--- config.mk ---
export PLATFORM = sky130hd
export DESIGN_NAME = hazard_unit_flat
export DESIGN_NICKNAME = d
export VERILOG_FILES = /design/src/rtl/hazard_unit_if.sv /design/src/rtl/hazard_unit.sv /design/src/flat_wrapper.sv
export SDC_FILE = /design/constraint.sdc
export NUM_CORES = 1
export LEC_CHECK = 0
export ABC_CLOCK_PERIOD_IN_PS = 1400
export CORE_MARGIN = 2
export CORE_UTILIZATION = 38
export CTS_CLUSTER_DIAMETER = 30
export DETAILED_ROUTE_END_ITERATION = 7
export GPL_TIMING_DRIVEN = 0
export PLACE_DENSITY = 0.69
export SYNTH_ARGS = -nofsm -noshare
export SYNTH_HDL_FRONTEND = slang
export SYNTH_SLANG_ARGS = --single-unit
--- constraint.sdc ---
create_clock -name clk -period 1.4 [get_ports clk]
set_input_delay 0.28 -clock clk [delete_from_list [all_inputs] [get_ports clk]]
set_output_delay 0.28 -clock clk [all_outputs]
set_load 0.02 [all_outputs]
--- src/rtl/hazard_unit_if.sv ---
// Hazard-unit bundle: D/E control stream from the controller and stall/flush/forward controls back.
// master = controller/datapath side, slave = hazard_unit.
interface hazard_unit_if #(
  parameter int REG_AW = 4
);
  logic [REG_AW-1:0] RA1D;
  logic [REG_AW-1:0] RA2D;
  logic [REG_AW-1:0] WA3D;
  logic              RegWriteD;
  logic              MemtoRegD;
  logic              PCSrcD;
  logic              CondExE;
  logic              BranchTakenE;
  logic              StallF;
  logic              StallD;
  logic              FlushD;
  logic              FlushE;
  logic [1:0]        ForwardAE;
  logic [1:0]        ForwardBE;

  modport master (
    output RA1D, RA2D, WA3D, RegWriteD, MemtoRegD, PCSrcD, CondExE, BranchTakenE,
    input  StallF, StallD, FlushD, FlushE, ForwardAE, ForwardBE
  );

  modport slave (
    input  RA1D, RA2D, WA3D, RegWriteD, MemtoRegD, PCSrcD, CondExE, BranchTakenE,
    output StallF, StallD, FlushD, FlushE, ForwardAE, ForwardBE
  );
endinterface

--- src/rtl/hazard_unit.sv ---
// Pipeline hazard unit with E/M/W shadow tags; HAZARD_FORWARD_EN selects forwarding, else RAW stalls.
// Latency: outputs are combinational (0 cycles) from shadow state and current inputs.
// Backpressure: none accepted; it generates the stall/flush controls for the pipeline itself.
module hazard_unit #(
  parameter int REG_AW = 4,
  parameter int PC_REG = 15
) (
  input logic          clk,
  input logic          reset,
  hazard_unit_if.slave hz
);

  typedef logic [REG_AW-1:0] tag_t;
  localparam tag_t PcTag = tag_t'(PC_REG);

  // The PC is never renamed through the register file, so it never creates a dependency.
  function automatic logic tagMatch(input tag_t a, input tag_t b);
    return (a == b) && (a != PcTag);
  endfunction

  logic validD;
  logic regWriteDg;
  logic pcSrcDg;

  tag_t wa3E;
  logic regWriteE;
  logic pcSrcE;
  tag_t wa3M;
  logic regWriteM;
  logic pcSrcM;
  logic pcSrcW;

  logic dataStall;
  logic pcWrPend;
  logic stallD;
  logic flushD;
  logic flushE;

  assign regWriteDg = hz.RegWriteD & validD;
  assign pcSrcDg    = hz.PCSrcD & validD;
  assign pcWrPend   = pcSrcDg | pcSrcE | pcSrcM;

`ifdef HAZARD_FORWARD_EN
  tag_t ra1E;
  tag_t ra2E;
  logic memtoRegE;
  tag_t wa3W;
  logic regWriteW;

  function automatic logic [1:0] fwdSel(input tag_t ra);
    if (tagMatch(ra, wa3M) && regWriteM)
      return 2'b10;
    else if (tagMatch(ra, wa3W) && regWriteW)
      return 2'b01;
    else
      return 2'b00;
  endfunction

  assign dataStall = validD & memtoRegE & regWriteE &
                     (tagMatch(hz.RA1D, wa3E) | tagMatch(hz.RA2D, wa3E));
  assign hz.ForwardAE = fwdSel(ra1E);
  assign hz.ForwardBE = fwdSel(ra2E);
`else
  logic unusedMemtoRegD;

  assign unusedMemtoRegD = hz.MemtoRegD;
  assign dataStall = validD &
                     ((tagMatch(hz.RA1D, wa3E) & regWriteE) | (tagMatch(hz.RA1D, wa3M) & regWriteM) |
                      (tagMatch(hz.RA2D, wa3E) & regWriteE) | (tagMatch(hz.RA2D, wa3M) & regWriteM));
  assign hz.ForwardAE = 2'b00;
  assign hz.ForwardBE = 2'b00;
`endif

  // A taken branch overrides the load stall: D and E are both squashed, so the held D is discarded.
  assign stallD     = dataStall;
  assign flushD     = pcWrPend | pcSrcW | hz.BranchTakenE;
  assign flushE     = dataStall | hz.BranchTakenE;
  assign hz.StallF  = dataStall | pcWrPend;
  assign hz.StallD  = stallD;
  assign hz.FlushD  = flushD;
  assign hz.FlushE  = flushE;

  always_ff @(posedge clk or negedge reset) begin
    if (!reset)
      validD <= 1'b0;
    else if (flushD)
      validD <= 1'b0;
    else if (!stallD)
      validD <= 1'b1;
  end

  // E stage loads a clean bubble both when flushed and when D holds no valid instruction.
  always_ff @(posedge clk or negedge reset) begin
    if (!reset) begin
      wa3E      <= '0;
      regWriteE <= 1'b0;
      pcSrcE    <= 1'b0;
`ifdef HAZARD_FORWARD_EN
      ra1E      <= '0;
      ra2E      <= '0;
      memtoRegE <= 1'b0;
`endif
    end else if (flushE || !validD) begin
      wa3E      <= '0;
      regWriteE <= 1'b0;
      pcSrcE    <= 1'b0;
`ifdef HAZARD_FORWARD_EN
      ra1E      <= '0;
      ra2E      <= '0;
      memtoRegE <= 1'b0;
`endif
    end else begin
      wa3E      <= hz.WA3D;
      regWriteE <= regWriteDg;
      pcSrcE    <= pcSrcDg;
`ifdef HAZARD_FORWARD_EN
      ra1E      <= hz.RA1D;
      ra2E      <= hz.RA2D;
      memtoRegE <= hz.MemtoRegD;
`endif
    end
  end

  always_ff @(posedge clk or negedge reset) begin
    if (!reset) begin
      wa3M      <= '0;
      regWriteM <= 1'b0;
      pcSrcM    <= 1'b0;
      pcSrcW    <= 1'b0;
`ifdef HAZARD_FORWARD_EN
      wa3W      <= '0;
      regWriteW <= 1'b0;
`endif
    end else begin
      wa3M      <= wa3E;
      regWriteM <= regWriteE & hz.CondExE;
      pcSrcM    <= (pcSrcE & hz.CondExE) | hz.BranchTakenE;
      pcSrcW    <= pcSrcM;
`ifdef HAZARD_FORWARD_EN
      wa3W      <= wa3M;
      regWriteW <= regWriteM;
`endif
    end
  end

endmodule

--- src/flat_wrapper.sv ---
// flat-port wrapper written by rule: the top's interface ports become plain ports
module hazard_unit_flat 
#(
  parameter int REG_AW = 4,
  parameter int PC_REG = 15
)
  (clk, reset, hz_RA1D, hz_RA2D, hz_WA3D, hz_RegWriteD, hz_MemtoRegD, hz_PCSrcD, hz_CondExE, hz_BranchTakenE, hz_StallF, hz_StallD, hz_FlushD, hz_FlushE, hz_ForwardAE, hz_ForwardBE);
  hazard_unit_if #(.REG_AW(REG_AW)) hz_i ();
  input logic clk;
  input logic reset;
  input wire logic [$bits(hz_i.RA1D)-1:0] hz_RA1D;
  input wire logic [$bits(hz_i.RA2D)-1:0] hz_RA2D;
  input wire logic [$bits(hz_i.WA3D)-1:0] hz_WA3D;
  input wire logic [$bits(hz_i.RegWriteD)-1:0] hz_RegWriteD;
  input wire logic [$bits(hz_i.MemtoRegD)-1:0] hz_MemtoRegD;
  input wire logic [$bits(hz_i.PCSrcD)-1:0] hz_PCSrcD;
  input wire logic [$bits(hz_i.CondExE)-1:0] hz_CondExE;
  input wire logic [$bits(hz_i.BranchTakenE)-1:0] hz_BranchTakenE;
  output wire logic [$bits(hz_i.StallF)-1:0] hz_StallF;
  output wire logic [$bits(hz_i.StallD)-1:0] hz_StallD;
  output wire logic [$bits(hz_i.FlushD)-1:0] hz_FlushD;
  output wire logic [$bits(hz_i.FlushE)-1:0] hz_FlushE;
  output wire logic [$bits(hz_i.ForwardAE)-1:0] hz_ForwardAE;
  output wire logic [$bits(hz_i.ForwardBE)-1:0] hz_ForwardBE;
  assign hz_i.RA1D = hz_RA1D;
  assign hz_i.RA2D = hz_RA2D;
  assign hz_i.WA3D = hz_WA3D;
  assign hz_i.RegWriteD = hz_RegWriteD;
  assign hz_i.MemtoRegD = hz_MemtoRegD;
  assign hz_i.PCSrcD = hz_PCSrcD;
  assign hz_i.CondExE = hz_CondExE;
  assign hz_i.BranchTakenE = hz_BranchTakenE;
  assign hz_StallF = hz_i.StallF;
  assign hz_StallD = hz_i.StallD;
  assign hz_FlushD = hz_i.FlushD;
  assign hz_FlushE = hz_i.FlushE;
  assign hz_ForwardAE = hz_i.ForwardAE;
  assign hz_ForwardBE = hz_i.ForwardBE;
  hazard_unit #(.REG_AW(REG_AW), .PC_REG(PC_REG)) u_core (.clk(clk), .reset(reset), .hz(hz_i));
endmodule
# Word-level counts from Yosys, hierarchy flattened

Index checks and enable logic that the tools add are counted.

Flip-flop bits (word level): 14
Bits in latches: 0
Memory bits (writable): 0
ROM bits: 0
Input port bits: 19
Output and inout port bits: 8
Word-level logic and storage cells: 45
Memories kept: 0

Add/subtract/negate cells: 0
Multipliers: 0
Divide/modulo/power cells: 0
Magnitude comparators: 0
Eq/ne operators: 7
Shift-type cells: 0
Muxes and demuxes: 5
Bitwise gates (word level): 19
Reductions and logical operators: 6

Operators with widths:

| operator             | count |
|---|---|
| $eq A4 B4 Y1         | 4 |
| $or A1 B1 Y1         | 10 |
| $and A1 B1 Y1        | 9 |
| $ne A4 B4 Y1 const B | 2 |
| $logic_and A1 B1 Y1  | 4 |
| $mux W1              | 4 |
| $mux W4              | 1 |
| $ne A2 B2 Y1 const B | 1 |
| $logic_not A1 Y1     | 1 |
| $logic_or A1 B1 Y1   | 1 |

# Longest topological paths before layout

Depth in word-level cells: 10
Mapped depth: 5
Mapped depth without buffers: 5

# Worst setup path before layout

No wires, ideal clock.

Kind: register to output
Start: register u_core.wa3E[3]
End: output hz_StallF
Arrival: 1.436 ns
Setup slack: -0.316 ns
Stages on the path, launching flop included: 5
Buffers on the path: 0
Cells stage by stage: dfrtp_1 -> or2_2 -> a21oi_1 -> nor3_1 -> a21oi_1

Word-level cells in the longest chain between the ends: 8
Elaborated cells on any way between the ends: 11
Those cells by class: eq/ne: 2; bitwise: 7; reduce/logical: 2

RTL lines:

| element                | line               | source |
|---|---|---|
| start, declared        | hazard_unit.sv:25  | `tag_t wa3E;` |
| start signal, assigned | hazard_unit.sv:113 | `wa3E <= hz.WA3D;` |
| $eq A4 B4 Y1           | hazard_unit.sv:18  | `return (a == b) && (a != PcTag);` |
| $logic_and A1 B1 Y1    | hazard_unit.sv:18  |  |
| $and A1 B1 Y1          | hazard_unit.sv:68  | `((tagMatch(hz.RA1D, wa3E) & regWriteE) \| (tagMatch(hz.RA1D, wa3M) & regWriteM) \|` |
| $or A1 B1 Y1           | hazard_unit.sv:68  |  |
| $or A1 B1 Y1 (*)       | hazard_unit.sv:68  |  |
| $or A1 B1 Y1 (*)       | hazard_unit.sv:69  | `(tagMatch(hz.RA2D, wa3E) & regWriteE) \| (tagMatch(hz.RA2D, wa3M) & regWriteM));` |
| $and A1 B1 Y1 (*)      | hazard_unit.sv:67  | `assign dataStall = validD &` |
| $or A1 B1 Y1 (*)       | hazard_unit.sv:78  | `assign hz.StallF = dataStall \| pcWrPend;` |
| end, declared          | flat_wrapper.sv:19 | `output wire logic [$bits(hz_i.StallF)-1:0] hz_StallF;` |

Every way passes the cells marked *; elsewhere a longest branch is shown, timed or not.

# Worst setup path in the final report

Start: input hz_RA1D[3]
End: output hz_StallF

Word-level cells in the longest chain between the ends: 8
Elaborated cells on any way between the ends: 12
Those cells by class: eq/ne: 3; bitwise: 7; reduce/logical: 2

RTL lines:

| element                                      | line               | source |
|---|---|---|
| start, declared                              | flat_wrapper.sv:11 | `input wire logic [$bits(hz_i.RA1D)-1:0] hz_RA1D;` |
| $eq A4 B4 Y1 or $ne A4 B4 Y1 (tied branches) | hazard_unit.sv:18  |  |
| $logic_and A1 B1 Y1                          | hazard_unit.sv:18  |  |
| $and A1 B1 Y1                                | hazard_unit.sv:68  |  |
| $or A1 B1 Y1 (*) (2 in a row)                | hazard_unit.sv:68  |  |
| $or A1 B1 Y1 (*)                             | hazard_unit.sv:69  |  |
| $and A1 B1 Y1 (*)                            | hazard_unit.sv:67  |  |
| $or A1 B1 Y1 (*)                             | hazard_unit.sv:78  |  |

Marks and branches as above.

==> metrics.csv <==
stage;metric;value;unit
place;numPortBuffers;21;
sta;setup_tns;-3.91;ns
final_layout;areaGrowthSynthToFinish;58.9;%
yosys;synth_seq_cells;14;
sta;report.final.slew_viol_count;0;
global_route;track_usage;16.0;%
global_route;grt_pass1_vias;619;
yosys;synthArstFlopShare;100;%
clock_tree;clk_pin_slew;0.08;ns
critical_path;critPathMaxFanout;4;
drt;viasPerCell;4.59;
sta;setup_slack;-0.602;ns
yosys;netlist_area;746;um^2
critical_path;critPathLaunchType;primary input;
drt;drtIter0Drc;13;
sta;setup_viol;10;
drt;dr.pass1.iters;4;
final_layout;stdcell_count;133;
yosys;ys.warnings.count;0;
critical_path;critPathKind;in2out;
pwr;vdd_drop_max;0.633;mV
global_route;grt_pass1_wl;2790;um
critical_path;rr_endpoint;u_core.regWriteE$_DFF_PN0_;
place;gp_congestion;0.878;
global_route;grt_max_degree;15;
sta;rsz0062_at_grt;true;
yosys;synth_cell_type_count;20;
final_layout;register_area;353;um^2
floorplanning;ios;27;
place;placed_cells_incl_taps;123;
pwr;p_leak;0.492;nW
yosys;synth_flop_cell;dfrtp_1;
floorplanning;die_w;48.3;um
sta;finalWorstPathRequiredPeriod;2.00;ns
floorplanning;coreArea;1900;um^2
drt;vias;610;
floorplanning;die_y;48.3;um
final_layout;fin_area;1180;um^2
critical_path;required;1.12;ns
final_layout;multiInputGateArea;465;um^2
yosys;synth_seq_area_share;47.0;%
sta;relSlewSlack;59.2;%
yosys;synth_commonest_cells;14 x dfrtp_1, 12 x xnor2_1, 10 x and2_1, 5 x nand3_1;
job;timing.max_cap.violations;0;
clock_tree;cts.sinks;14;
final_layout;nets;126;
yosys;yosysTopAreaCell;dfrtp_1;
yosys;synth.most_common_cell;dfrtp_1;
yosys;synth_edf_count;0;
critical_path;reg2reg_setup_slack;-0.34;ns
place;placed_area;1050;um^2
yosys;synth_top_area_share;47.0;%
yosys;netlist_instances;72;
clock_tree;cts_tree;done;
clock_tree;cts_root_buf;clkbuf_4;
yosys;ys_top_cells_by_area;dfrtp_1 47%, xnor2_1 14%, and2_1 8.4%;
sta;hold_viol_final;0;
clock_tree;h-tree-depth;1;
critical_path;arrival;1.72;ns
status;status;finished with violations;
min_path;hold_class;in2async;
drt;ant_nets;0;
floorplanning;fp-row-count;16;
final_layout;drive_gt1_share;33.0;%
clock_tree;clockBufferDepth;2;
critical_path;crit_path_end_kind;primary output;
sta;fin_crit_sh;143;%
sta;clock.fmax;0.499;GHz
critical_path;reg2reg_depth;7;
drt;drc;0;
status;violations;setup timing;
global_route;overflow;0;
clock_tree;clkLatencyLatePin;0.27;ns
place;pre_cts_ws;-1.18;ns
sta;fin_skew;0.00419;ns
final_layout;fillers;160;
yosys;synth_area_per_cell;10.4;um^2
clock_tree;numCtsBuffers;3;
pwr;pwr_density_cell;728;nW/um^2
final_layout;antenna_cells;0;
clock_tree;ctsHoldBuffers;0;
sta;tightest_slew;0.611;ns
floorplanning;die-area;2330;um^2
drt;wl_per_cell;11.7;um
floorplanning;initial_utilization;39.2;%
global_route;antenna_found_initial;0;
critical_path;worstReg2RegStart;u_core.wa3E[1]$_DFF_PN0_;
drt;routed_wl;1550;um
[power breakdown]
| group | internal [mW] | switching, mW | leakage (nW) |
|---|---|---|---|
| sequential | 0.413 | 0.00953 | 0.186 |
| clock | 0.158 | 0.120 | 0.0210 |
| combinational | 0.0894 | 0.0721 | 0.285 |
| total | 0.661 | 0.202 | 0.492 |
[sequential cells by signal, summed over array words and instances, names as in the netlist]
name / count
u_core.wa3M: 4
u_core.wa3E: 4
u_core.pcSrcW: 1
u_core.regWriteM: 1
u_core.pcSrcM: 1
u_core.pcSrcE: 1
u_core.regWriteE: 1
u_core.validD: 1
[final cells by class]
| cell class | count | share of cell area (%) |
|---|---|---|
| flip-flops and latches | 14 | 29.8 |
| repair buffers | 27 | 21.9 |
| plain buffers | 4 | 2.53 |
| clock buffers | 4 | 3.06 |
| multi-input cells | 55 | 39.3 |
| well taps | 27 | 2.85 |
| inverters | 2 | 0.634 |
[critical path: stages]
cell	delay [ns]
clkdlybuf4s50_1	0.45
or2_2	0.34
a21oi_4	0.23
nor3_4	0.06
buf_6	0.13
a21oi_4	0.11
buf_6	0.12
[routing by layer]
layer / track usage (%) / up-vias / part of all wire (%)
met5: 0 / - / 0
met4: 11.4 / 0 / 1.6
met3: 3.40 / 2 / 3.7
met2: 24.8 / 15 / 52
met1: 19.9 / 289 / 43
li1: - / 304 / -
[placed cells by master (no fill, tap or decap), drive strengths merged]
master          n
nand2           1
dfrtp          14
a21o            1
clkdlybuf4s50  10
dlygate4sd2     7
nor3            3
or2             2
xnor2          12
conb            4
nand3           5
clkbuf          4
nand2b          1
o22ai           1
a21oi           5
nor2            3
nand4           4
nor4            2
inv             2
o21bai          1
buf            14
and2           10
[cells by family (layout without fill, tap and decap cells)]
group / count (synthesis) / in the layout / synth area share, %
buffers and inverters: 6 / 37 / 5.03
AND/OR/NAND/NOR: 31 / 31 / 25.3
flip-flops: 14 / 14 / 47.0
XOR/XNOR: 12 / 12 / 14.1
AO/OA/AOI/OAI: 8 / 8 / 8.05
other: 1 / 4 / 0.503
[per-stage QoR]
step	power (mW)	utilization (%)	hold slack (ns)
6_report	0.862	62.3	0.385
4_1_cts	0.874	59.9	0.385
3_3_place_gp	0.584	55.3	0.418
3_5_place_dp	0.586	55.3	0.431
2_1_floorplan	0.504	-	-0.0156
5_1_grt	0.920	62.3	0.427
[worst max-delay path by stage]
stage                             startpoint  slack [ns]         to
global route        u_core.wa3E[2]$_DFF_PN0_       -0.69  hz_StallF
detailed placement                hz_RA2D[0]       -1.18  hz_StallF
CTS                 u_core.wa3E[2]$_DFF_PN0_       -0.63  hz_StallF
global placement                  hz_RA2D[0]       -1.16  hz_StallF
finish                            hz_RA1D[3]       -0.60  hz_StallF
floorplan           u_core.wa3E[3]$_DFF_PN0_       -0.12  hz_StallF
[what timing repair did]
| action | CTS | global route |
|---|---|---|
| pin swaps | 16 | 7 |
| resized for setup | 35 | 7 |
| setup buffers | 4 | 2 |
| setup endpoints to repair | 10 | 10 |
| gates cloned | 0 | 0 |
Note: power is estimated with default switching activity, not from simulation.
==> RTL change: new RTL, same flow settings <==
The option `HAZARD_FORWARD_EN` is turned on by a define.
--- a/src/rtl/hazard_unit.sv
+++ b/src/rtl/hazard_unit.sv
@@ -1,6 +1,8 @@
 // Pipeline hazard unit with E/M/W shadow tags; HAZARD_FORWARD_EN selects forwarding, else RAW stalls.
 // Latency: outputs are combinational (0 cycles) from shadow state and current inputs.
 // Backpressure: none accepted; it generates the stall/flush controls for the pipeline itself.
+`define HAZARD_FORWARD_EN
+
 module hazard_unit #(
   parameter int REG_AW = 4,
   parameter int PC_REG = 15
Function: changed (Yosys sat finds a counterexample within 4 cycles, from zero or initial values and one cycle with reset low).
==> RTL change against the original RTL <==
- the run still ends with negative setup slack left
- sequential cell count is 14 higher
- die area grew 58%
- cell area rose by 49%
- power grew 52%
- synthesized area grew 64%
- wire length is 74% higher
- setup slack lost 0.045 ns
- clock power grew 13%
==> RTL change: results (changes against the original RTL) <==
Layout
  • Nets: 169 (+34%)
  • Layout cell share with drive strength beyond 1: 31.8% (-1.3 points)
  • Final Non-Filler Cells: 192 (+44%)

Synthesis
  • Synth Area in Compound Gates: 6.44% (-1.6 points)
  • Xor/xnor cell area share of the yosys netlist: 12.9% (-1.2 points)
  • Yosys cell types: 23 (+15%)
  • Most frequent cells after synthesis: 28 x dfrtp_1, 17 x xnor2_1, 11 x and3_1
  • Syn avg cell area: 11.4 µm² (+11%)
  • Synth top area cells: dfrtp_1 57%, xnor2_1 12%, and3_1 5.6%
  • Sequential share of the synthesized area: 57.2% (+10 points)

Power
  • Switching share of power: 22.4% (-0.95 points)
  • Peak supply drop: 428 µV (-32%)
  • LEAKAGE: 0.825 nW (+68%)

Timing
  • Fin worst setup slack: -0.648 ns (-0.0455 ns)
  • Final Setup Violations: 23 (+13)
  • Setup TNS: -8.93 ns (-5.02 ns)
  • Worst slew margin: 21.5% (-38 points)

CTS
  • Clock slew at reported path FFs: 0.13 ns (+0.05 ns)
  • Root Buffer: clkbuf_4
  • Worst skew pair latency: 0.32 ns (+0.05 ns)

Critical path
  • CP Max Fanout: 5 (+1)
  • Worst EP arrival: 1.77 ns (+0.05 ns)
  • Max stage delay on crit path: 0.54 ns (+0.09 ns)

Outcome
  • Status: finished, violations left
  • Violated checks: negative setup slack

Placed design
  • Detailed placement HPWL: around 1900 µm
  • Placed cells: 177 (+44%)
  • RD Place Congestion: 0.811 (-7.5%)

GRT
  • Largest net degree at the start of global routing: 29 (+14)
  • GR Util All Layers: 17.2% (+1.2 points)
  • First-pass GRT wire length: 4590 µm (+65%)
  • Number of global-route vias before repair: 1041 (+68%)

Route
  • Met1 WL: 1050 µm (+56%)
  • Routed vias: 951 (+56%)
  • First-iteration detailed-routing DRC count: 9 (-4)
  • WL final: 2710 µm (+74%)
  • Metal3 WL: 129 µm (+120%)
  • Router iterations before antenna repair: 3 (-1)
==> RTL change: final cells by class <==
class | count | area, µm²
buffer | 2 | 20.0
sequential | 28 | 703
clock buffer | 3 | 22.5
fill | 278 | 1290
multi-input combinational | 75 | 569
tap | 44 | 55.1
timing repair buffer | 38 | 385
inverter | 2 | 10.0
==> RTL change: what timing repair did <==
action	CTS	global route
pin swaps	11	7
gates resized for setup	50	9
setup endpoints to repair	21	51
setup buffers	8	3
cloned	1	0
==> RTL change: routing by layer <==
metal / GRT usage (%) / vias up
met5: 0 / -
met4: 6.83 / 0
met3: 2.35 / 7
met2: 33.3 / 31
met1: 18.5 / 457
li1: - / 456
==> RTL change: worst paths after layout <==
path / start / endpoint / slack [ns] / cells past startpoint
setup / recovery: hz_RA2D[0] / hz_StallF / -0.65 / 7
max in group asynchronous: reset / u_core.ra1E[1] / 0.44 / 1
hold reg to reg: u_core.regWriteM / u_core.regWriteW / 0.44 / 0
min in group clk: u_core.regWriteM / u_core.regWriteW / 0.44 / 0
setup reg to reg: u_core.wa3E[2] / u_core.wa3E[2] / -0.48 / 7
hold / removal: reset / u_core.memtoRegE / 0.17 / 1
==> RTL change: power by group through the flow <==
stage / registers (mW) / clock network, mW / logic (mW)
floorplan: 0.851 / 0 / 0.0547
global placement: 0.855 / 0 / 0.141
detailed placement: 0.856 / 0 / 0.145
CTS: 0.840 / 0.333 / 0.155
global route: 0.842 / 0.361 / 0.171
finish: 0.840 / 0.313 / 0.156
==> RTL change: per-stage QoR <==
| step | setup WS [ns] | util [%] |
|---|---|---|
| finish | -0.648 | 57.8 |
| global route | -0.724 | 57.8 |
| CTS | -0.654 | 56.4 |
| detailed placement | -1.12 | 51.6 |
| global placement | -1.09 | 51.6 |
| floorplan | -0.0670 | - |
==> RTL change: cell families (layout without fill, tap and decap cells) <==
kind of cell | count (synthesis) | after routing
AND/OR/NAND/NOR | 47 | 47
flip-flops | 28 | 28
XOR/XNOR | 18 | 18
AO/OA/AOI/OAI | 10 | 10
buffers and inverters | 4 | 45
